==> src/rtl/host_spi_pkg.sv <==
// rtl/host_spi_pkg.sv - shared state type, defaults and chip-select priority encoder for host_spi_slave_mc
package host_spi_pkg;

   localparam int DEF_DATA_W = 16;
   localparam int DEF_NUM_CS = 3;
   localparam int MAX_CS     = 8;

   typedef enum logic [1:0] {
      ST_IDLE,
      ST_LOAD,
      ST_SHIFT
   } spi_state_t;

   // Lowest set index wins; the vector is active-high "selected".
   function automatic logic [2:0] cs_priority(input logic [MAX_CS-1:0] sel);
      logic [2:0] idx;
      idx = 3'd0;
      for (int i = MAX_CS - 1; i >= 0; i--)
         if (sel[i]) idx = 3'(i);
      return idx;
   endfunction

endpackage

==> src/rtl/spi_sync_edge.sv <==
// rtl/spi_sync_edge.sv - 2-FF synchroniser plus history FF giving level, rise and fall of one input bit
module spi_sync_edge #(
   parameter logic RESET_VAL = 1'b0
) (
   input  logic clk,
   input  logic reset,
   input  logic d,
   output logic level,
   output logic rise,
   output logic fall
);

   logic s1, s2, hist;

   always_ff @(posedge clk) begin
      if (reset) begin
         s1   <= RESET_VAL;
         s2   <= RESET_VAL;
         hist <= RESET_VAL;
      end else begin
         s1   <= d;
         s2   <= s1;
         hist <= s2;
      end
   end

   assign level = s2;
   assign rise  = s2 & ~hist;
   assign fall  = ~s2 & hist;

endmodule

==> src/rtl/host_spi_slave_mc.sv <==
// rtl/host_spi_slave_mc.sv - oversampled mode-0 SPI slave for NUM_CS channels; HOST_SPI_LSB_FIRST_EN selects LSB-first
module host_spi_slave_mc
   import host_spi_pkg::*;
#(
   parameter int                DATA_W  = DEF_DATA_W,
   parameter int                NUM_CS  = DEF_NUM_CS,
   parameter int                CHAN_W  = 2,
   parameter logic [DATA_W-1:0] TX_FILL = '1
) (
   input  logic              clk,
   input  logic              reset,
   input  logic              spi_sck,
   input  logic              spi_mosi,
   input  logic [NUM_CS-1:0] spi_cs_n,
   output logic              spi_miso,
   output logic              spi_miso_oe,
   output logic [DATA_W-1:0] rx_data,
   output logic [CHAN_W-1:0] rx_chan,
   output logic              rx_valid,
   input  logic [DATA_W-1:0] tx_data,
   input  logic              tx_load,
   output logic              tx_empty,
   output logic              tx_underrun,
   output logic              word_abort,
   output logic              cs_conflict
);

   localparam int CNT_W = $clog2(DATA_W + 1);

   logic sck_lvl, sck_rise, sck_fall;
   logic mosi_lvl, mosi_rise, mosi_fall;
   logic [NUM_CS-1:0] cs_lvl, cs_rise, cs_fall;

   spi_sync_edge #(.RESET_VAL(1'b0)) u_sck (
      .clk(clk), .reset(reset), .d(spi_sck),
      .level(sck_lvl), .rise(sck_rise), .fall(sck_fall));

   spi_sync_edge #(.RESET_VAL(1'b0)) u_mosi (
      .clk(clk), .reset(reset), .d(spi_mosi),
      .level(mosi_lvl), .rise(mosi_rise), .fall(mosi_fall));

   for (genvar g = 0; g < NUM_CS; g++) begin : g_cs
      spi_sync_edge #(.RESET_VAL(1'b1)) u_cs (
         .clk(clk), .reset(reset), .d(spi_cs_n[g]),
         .level(cs_lvl[g]), .rise(cs_rise[g]), .fall(cs_fall[g]));
   end

   logic [MAX_CS-1:0] sel;
   logic              any_sel;
   logic [CHAN_W-1:0] win_chan;

   always_comb begin
      sel = '0;
      sel[NUM_CS-1:0] = ~cs_lvl;
   end

   assign any_sel     = |sel;
   assign win_chan    = CHAN_W'(cs_priority(sel));
   assign cs_conflict = (sel & (sel - MAX_CS'(1))) != '0;

   spi_state_t        state;
   logic [CNT_W-1:0]  bit_cnt;
   logic [CHAN_W-1:0] chan;
   logic [DATA_W-1:0] rx_shift, rx_next;
   logic [DATA_W-1:0] tx_shift, tx_next;
   logic [DATA_W-1:0] tx_hold;
   logic              word_done, done_d;
   logic              rx_spare;

`ifdef HOST_SPI_LSB_FIRST_EN
   localparam int TX_BIT = 0;
   assign rx_next  = {mosi_lvl, rx_shift[DATA_W-1:1]};
   assign tx_next  = {1'b1, tx_shift[DATA_W-1:1]};
   assign rx_spare = rx_shift[0];
`else
   localparam int TX_BIT = DATA_W - 1;
   assign rx_next  = {rx_shift[DATA_W-2:0], mosi_lvl};
   assign tx_next  = {tx_shift[DATA_W-2:0], 1'b1};
   assign rx_spare = rx_shift[DATA_W-1];
`endif

   logic unused_sync;
   assign unused_sync = ^{sck_lvl, mosi_rise, mosi_fall, cs_rise, cs_fall, rx_spare};

   always_ff @(posedge clk) begin
      if (reset) begin
         state       <= ST_IDLE;
         bit_cnt     <= '0;
         chan        <= '0;
         rx_shift    <= '0;
         tx_shift    <= TX_FILL;
         tx_hold     <= '0;
         rx_data     <= '0;
         rx_chan     <= '0;
         word_done   <= 1'b0;
         done_d      <= 1'b0;
         rx_valid    <= 1'b0;
         tx_empty    <= 1'b1;
         tx_underrun <= 1'b0;
         word_abort  <= 1'b0;
         spi_miso    <= 1'b1;
         spi_miso_oe <= 1'b0;
      end else begin
         tx_underrun <= 1'b0;
         word_abort  <= 1'b0;
         word_done   <= 1'b0;
         // two extra stages so rx_valid lands 4 clk after the final SCK high is first sampled
         done_d      <= word_done;
         rx_valid    <= done_d;

         if (tx_load) begin
            tx_hold  <= tx_data;
            tx_empty <= 1'b0;
         end

         case (state)
            ST_IDLE: begin
               bit_cnt     <= '0;
               spi_miso    <= 1'b1;
               spi_miso_oe <= 1'b0;
               if (any_sel) state <= ST_LOAD;
            end

            ST_LOAD: begin
               chan        <= win_chan;
               spi_miso_oe <= 1'b1;
               if (!tx_empty) begin
                  tx_shift <= tx_hold;
                  spi_miso <= tx_hold[TX_BIT];
                  if (!tx_load) tx_empty <= 1'b1;
               end else begin
                  tx_shift    <= TX_FILL;
                  spi_miso    <= TX_FILL[TX_BIT];
                  tx_underrun <= 1'b1;
               end
               state <= ST_SHIFT;
            end

            ST_SHIFT: begin
               if (!any_sel || win_chan != chan) begin
                  if (bit_cnt != '0) word_abort <= 1'b1;
                  bit_cnt <= '0;
                  if (any_sel) begin
                     state <= ST_LOAD;
                  end else begin
                     state       <= ST_IDLE;
                     spi_miso    <= 1'b1;
                     spi_miso_oe <= 1'b0;
                  end
               end else if (sck_rise) begin
                  if (bit_cnt == CNT_W'(DATA_W - 1)) begin
                     rx_data   <= rx_next;
                     rx_chan   <= chan;
                     word_done <= 1'b1;
                     bit_cnt   <= '0;
                     state     <= ST_LOAD;
                  end else begin
                     rx_shift <= rx_next;
                     bit_cnt  <= bit_cnt + 1'b1;
                  end
               end else if (sck_fall && bit_cnt != '0) begin
                  // a fall at count 0 is the tail of the previous word; the preloaded bit must stay
                  tx_shift <= tx_next;
                  spi_miso <= tx_next[TX_BIT];
               end
            end

            default: state <= ST_IDLE;
         endcase
      end
   end

endmodule

==> config.mk <==
export PLATFORM = sky130hd
export DESIGN_NAME = host_spi_slave_mc
export DESIGN_NICKNAME = d
export VERILOG_FILES = /design/src/rtl/host_spi_pkg.sv /design/src/rtl/spi_sync_edge.sv /design/src/rtl/host_spi_slave_mc.sv
export SDC_FILE = /design/constraint.sdc
export NUM_CORES = 1
export LEC_CHECK = 0
export CORE_MARGIN = 1.5
export CORE_UTILIZATION = 25
export CTS_CLUSTER_SIZE = 24
export DETAILED_ROUTE_END_ITERATION = 6
export HOLD_SLACK_MARGIN = 0.08
export PLACE_DENSITY = 0.5
export SLEW_MARGIN = 20
export SYNTH_ARGS = -nofsm -noshare
export SYNTH_HDL_FRONTEND = slang
export SYNTH_SLANG_ARGS = --single-unit
==> constraint.sdc <==
create_clock -name clk -period 4.3 [get_ports clk]
set_clock_uncertainty 0.15 [all_clocks]
set_input_delay 0.43 -clock clk [delete_from_list [all_inputs] [get_ports clk]]
set_output_delay 0.43 -clock clk [all_outputs]
set_load 0.05 [all_outputs]
==> metrics.txt <==
FFs w/ async S/R, synth=0%; global placer's final weighted congestion=0.767; most frequent cells in the layout=dfxtp_1, clkdlybuf4s50_1, a21oi_1; final hold violation count=0; DR vias/cell=5.02; net load switching power=around 660 uW; Leak=0.00163 uW; Synth top area share=48.4%; worst slew pin tran=1010 ps; reg2reg path depth=5; share of the yosys chip area belonging to registers=48.4%; synthesized area per cell=9.24 um^2; nets=469; Antenna Cells=0; Clk pin slew, worst setup/hold paths=approximately 70 ps; DRC=0; clock latency on the worst-skew pair=350 ps; Worst EP required=approximately 4400 ps; R2R Setup Slk=around 1700 ps; Post-Syn Area=0.00381 mm^2; RSZ-0062 raised after global routing=false; Starting Density=approximately a quarter; Syn Inst Count=412; CP arrival=~2600 ps; Clock Path Buffers=2; grt total ovfl=0; Sequential Area=0.00184 mm^2; Critical path origin=bit_cnt[1]; Max VDD drop=0.180 mV; Placement Setup Slack=1780 ps; H-tree Lvls=3; largest net degree at the start of global routing=61; number of global-route vias before repair=~3.1k; port bufs=48; clock power share=36.5%; detailed router's first-iteration violation count=166; CP startpoint kind=register; worst r2r src=bit_cnt[1]; area of the core=0.0147 mm^2; max cap viols=0; final setup TNS=0 ps; PnR worst setup slack=1750 ps; final setup vio count=0; drt wl/cell=14.8 um; Multi-input gate area=0.00180 mm^2; fillcell total=1494; Syn Nets=443; status=completed; chip height=roughly 130 um; Setup crit end kind=register; TritonCTS Buffers=9; HP Class=register to register; die area=about 0.016 mm^2; initial antenna violation count=0; final max-slew violation count=0; synthesized flop and latch total=92; Pint=1560 uW; crit path time final=2550 ps; logic gate share of total power=about a fifth; end point of the critical path=state[0]; post-detail-place hpwl=between 5000 and 6000 um; Seq pwr share=44.9%; top area cells in the synthesized netlist=dfxtp_1, a21oi_1, mux2i_1; layout cells sized above 1=7.45%; Worst Setup Path Type=register to register; Synth area leader=dfxtp_1; CTS resizes=0; CP Max Fanout=20; # Post-CTS Setup Buffers=0; clock sinks=between 90 and 100; vias=3145; FMAX=between 300 and 400 MHz; Post-synth EDFFs=0; io pins=a little under 50; Switching Fraction=between 20% and 30%; Netlist cell types=48; die width=126 um; reg-to-reg endpoint=state[0]; CTS Root Cell=clkbuf_16; commonest non-fill, non-tap cell in the layout=dfxtp_1; relative slew slack=32.6%; fin crit share=59.4%; Routed Wire Length=between 9000 and 10000 um; TritonCTS clock tree=built; total track usage=12.1%; first-pass iteration count of the detailed router=5; Area growth syn-to-layout=23.8%; first-pass GRT wire length=15500 um; Hold-fix buffers, CTS=0; # rows=44; top_reg_cell synth=dfxtp_1; synth warn=0; pwr dens=471 mW/mm^2; ANT nets after route=0
==> power groups by stage <==
stage | combinational, uW | clock [uW] | sequential (uW)
2_1_floorplan | 273 | 0 | 1030
3_3_place_gp | 404 | 0 | 1010
3_5_place_dp | 413 | 0 | 1010
4_1_cts | 415 | 830 | 995
5_1_grt | 458 | 866 | 1010
6_report | 412 | 811 | 996
==> metal layers <==
metal | track usage (%) | vias up | routed length (um)
met5 | 0 | - | 0
met4 | 5.54 | 0 | 164
met3 | 2.49 | 11 | 280
met2 | 19.1 | 48 | 4080
met1 | 15.9 | 1517 | 4730
li1 | - | 1569 | -
==> worst min-delay path by stage <==
stage	to	start	depth (start not counted)
4_1_cts	g_cs[1].u_cs.level	g_cs[1].u_cs.s1	1
5_1_grt	g_cs[1].u_cs.level	g_cs[1].u_cs.s1	1
2_1_floorplan	g_cs[0].u_cs.level	g_cs[0].u_cs.s1	1
6_report	g_cs[0].u_cs.level	g_cs[0].u_cs.s1	1
3_5_place_dp	g_cs[1].u_cs.level	g_cs[1].u_cs.s1	1
3_3_place_gp	g_cs[2].u_cs.level	g_cs[2].u_cs.s1	1
==> cells in the mapped netlist (2+ instances only) <==
| library cell | number |
|---|---|
| buf_2 | 4 |
| o21ai_0 | 17 |
| nand2_1 | 9 |
| nor4_1 | 2 |
| a31oi_1 | 4 |
| nor2_1 | 37 |
| o31ai_1 | 18 |
| a21oi_1 | 42 |
| nor3_1 | 2 |
| or2_2 | 6 |
| clkbuf_1 | 31 |
| ha_1 | 7 |
| a221o_1 | 14 |
| nand4_1 | 22 |
| nand3_1 | 20 |
| buf_1 | 2 |
| nand2b_1 | 6 |
| or4_1 | 2 |
| mux2i_1 | 18 |
| nor2b_1 | 8 |
| o21bai_1 | 15 |
| buf_6 | 2 |
| inv_1 | 5 |
| nand4b_1 | 3 |
| nor3b_1 | 2 |
| dfxtp_1 | 92 |
==> metrics by stage <==
step | utilization (%) | cell area [um^2] | hold WS, ps | cells | power [uW]
2_1_floorplan | - | 3810 | 239 | 412 | 1300
3_3_place_gp | 30.0 | 4410 | 242 | 611 | 1420
3_5_place_dp | 30.0 | 4410 | 246 | 611 | 1430
4_1_cts | 32.1 | 4710 | 262 | 627 | 2240
5_1_grt | 32.1 | 4710 | 279 | 627 | 2330
6_report | 32.1 | 4710 | 259 | 627 | 2220
==> flip-flops by register name (all words and copies together) (netlist names), 2 cells and up <==
register,count
bit_cnt,5
chan,2
g_cs.u_cs.level,3
g_cs.u_cs.s1,3
rx_chan,2
rx_data,16
rx_shift,15
state,2
tx_hold,16
tx_shift,15
==> area by class of cell <==
| cell class | count | area share, % |
|---|---|---|
| clock buffer | 10 | 4.86 |
| timing repair buffer | 54 | 11.0 |
| inverter | 6 | 0.478 |
| tap | 184 | 4.89 |
| clock inverter | 6 | 1.54 |
| multi-input combinational | 275 | 38.1 |
| sequential | 92 | 39.1 |
==> logic make-up (layout without fill, tap and decap cells) <==
group / count (synthesis) / after routing / share of synthesized area (%)
and+or+nand+nor: 129 / 129 / 18.4
buffers and inverters: 45 / 76 / 4.96
DFF: 92 / 92 / 48.4
muxes: 19 / 19 / 5.03
AOI/OAI and AO/OA: 120 / 120 / 20.9
adders and majority gates: 7 / 7 / 2.30
==> critical path: stages, from the launching register on <==
cell and delay (ps):
dfxtp_1 390, ha_1 220, nand4b_1 210, nand2b_1 630
a31oi_1 460, mux2_2 370
Note: power is estimated with default switching activity, not from simulation.
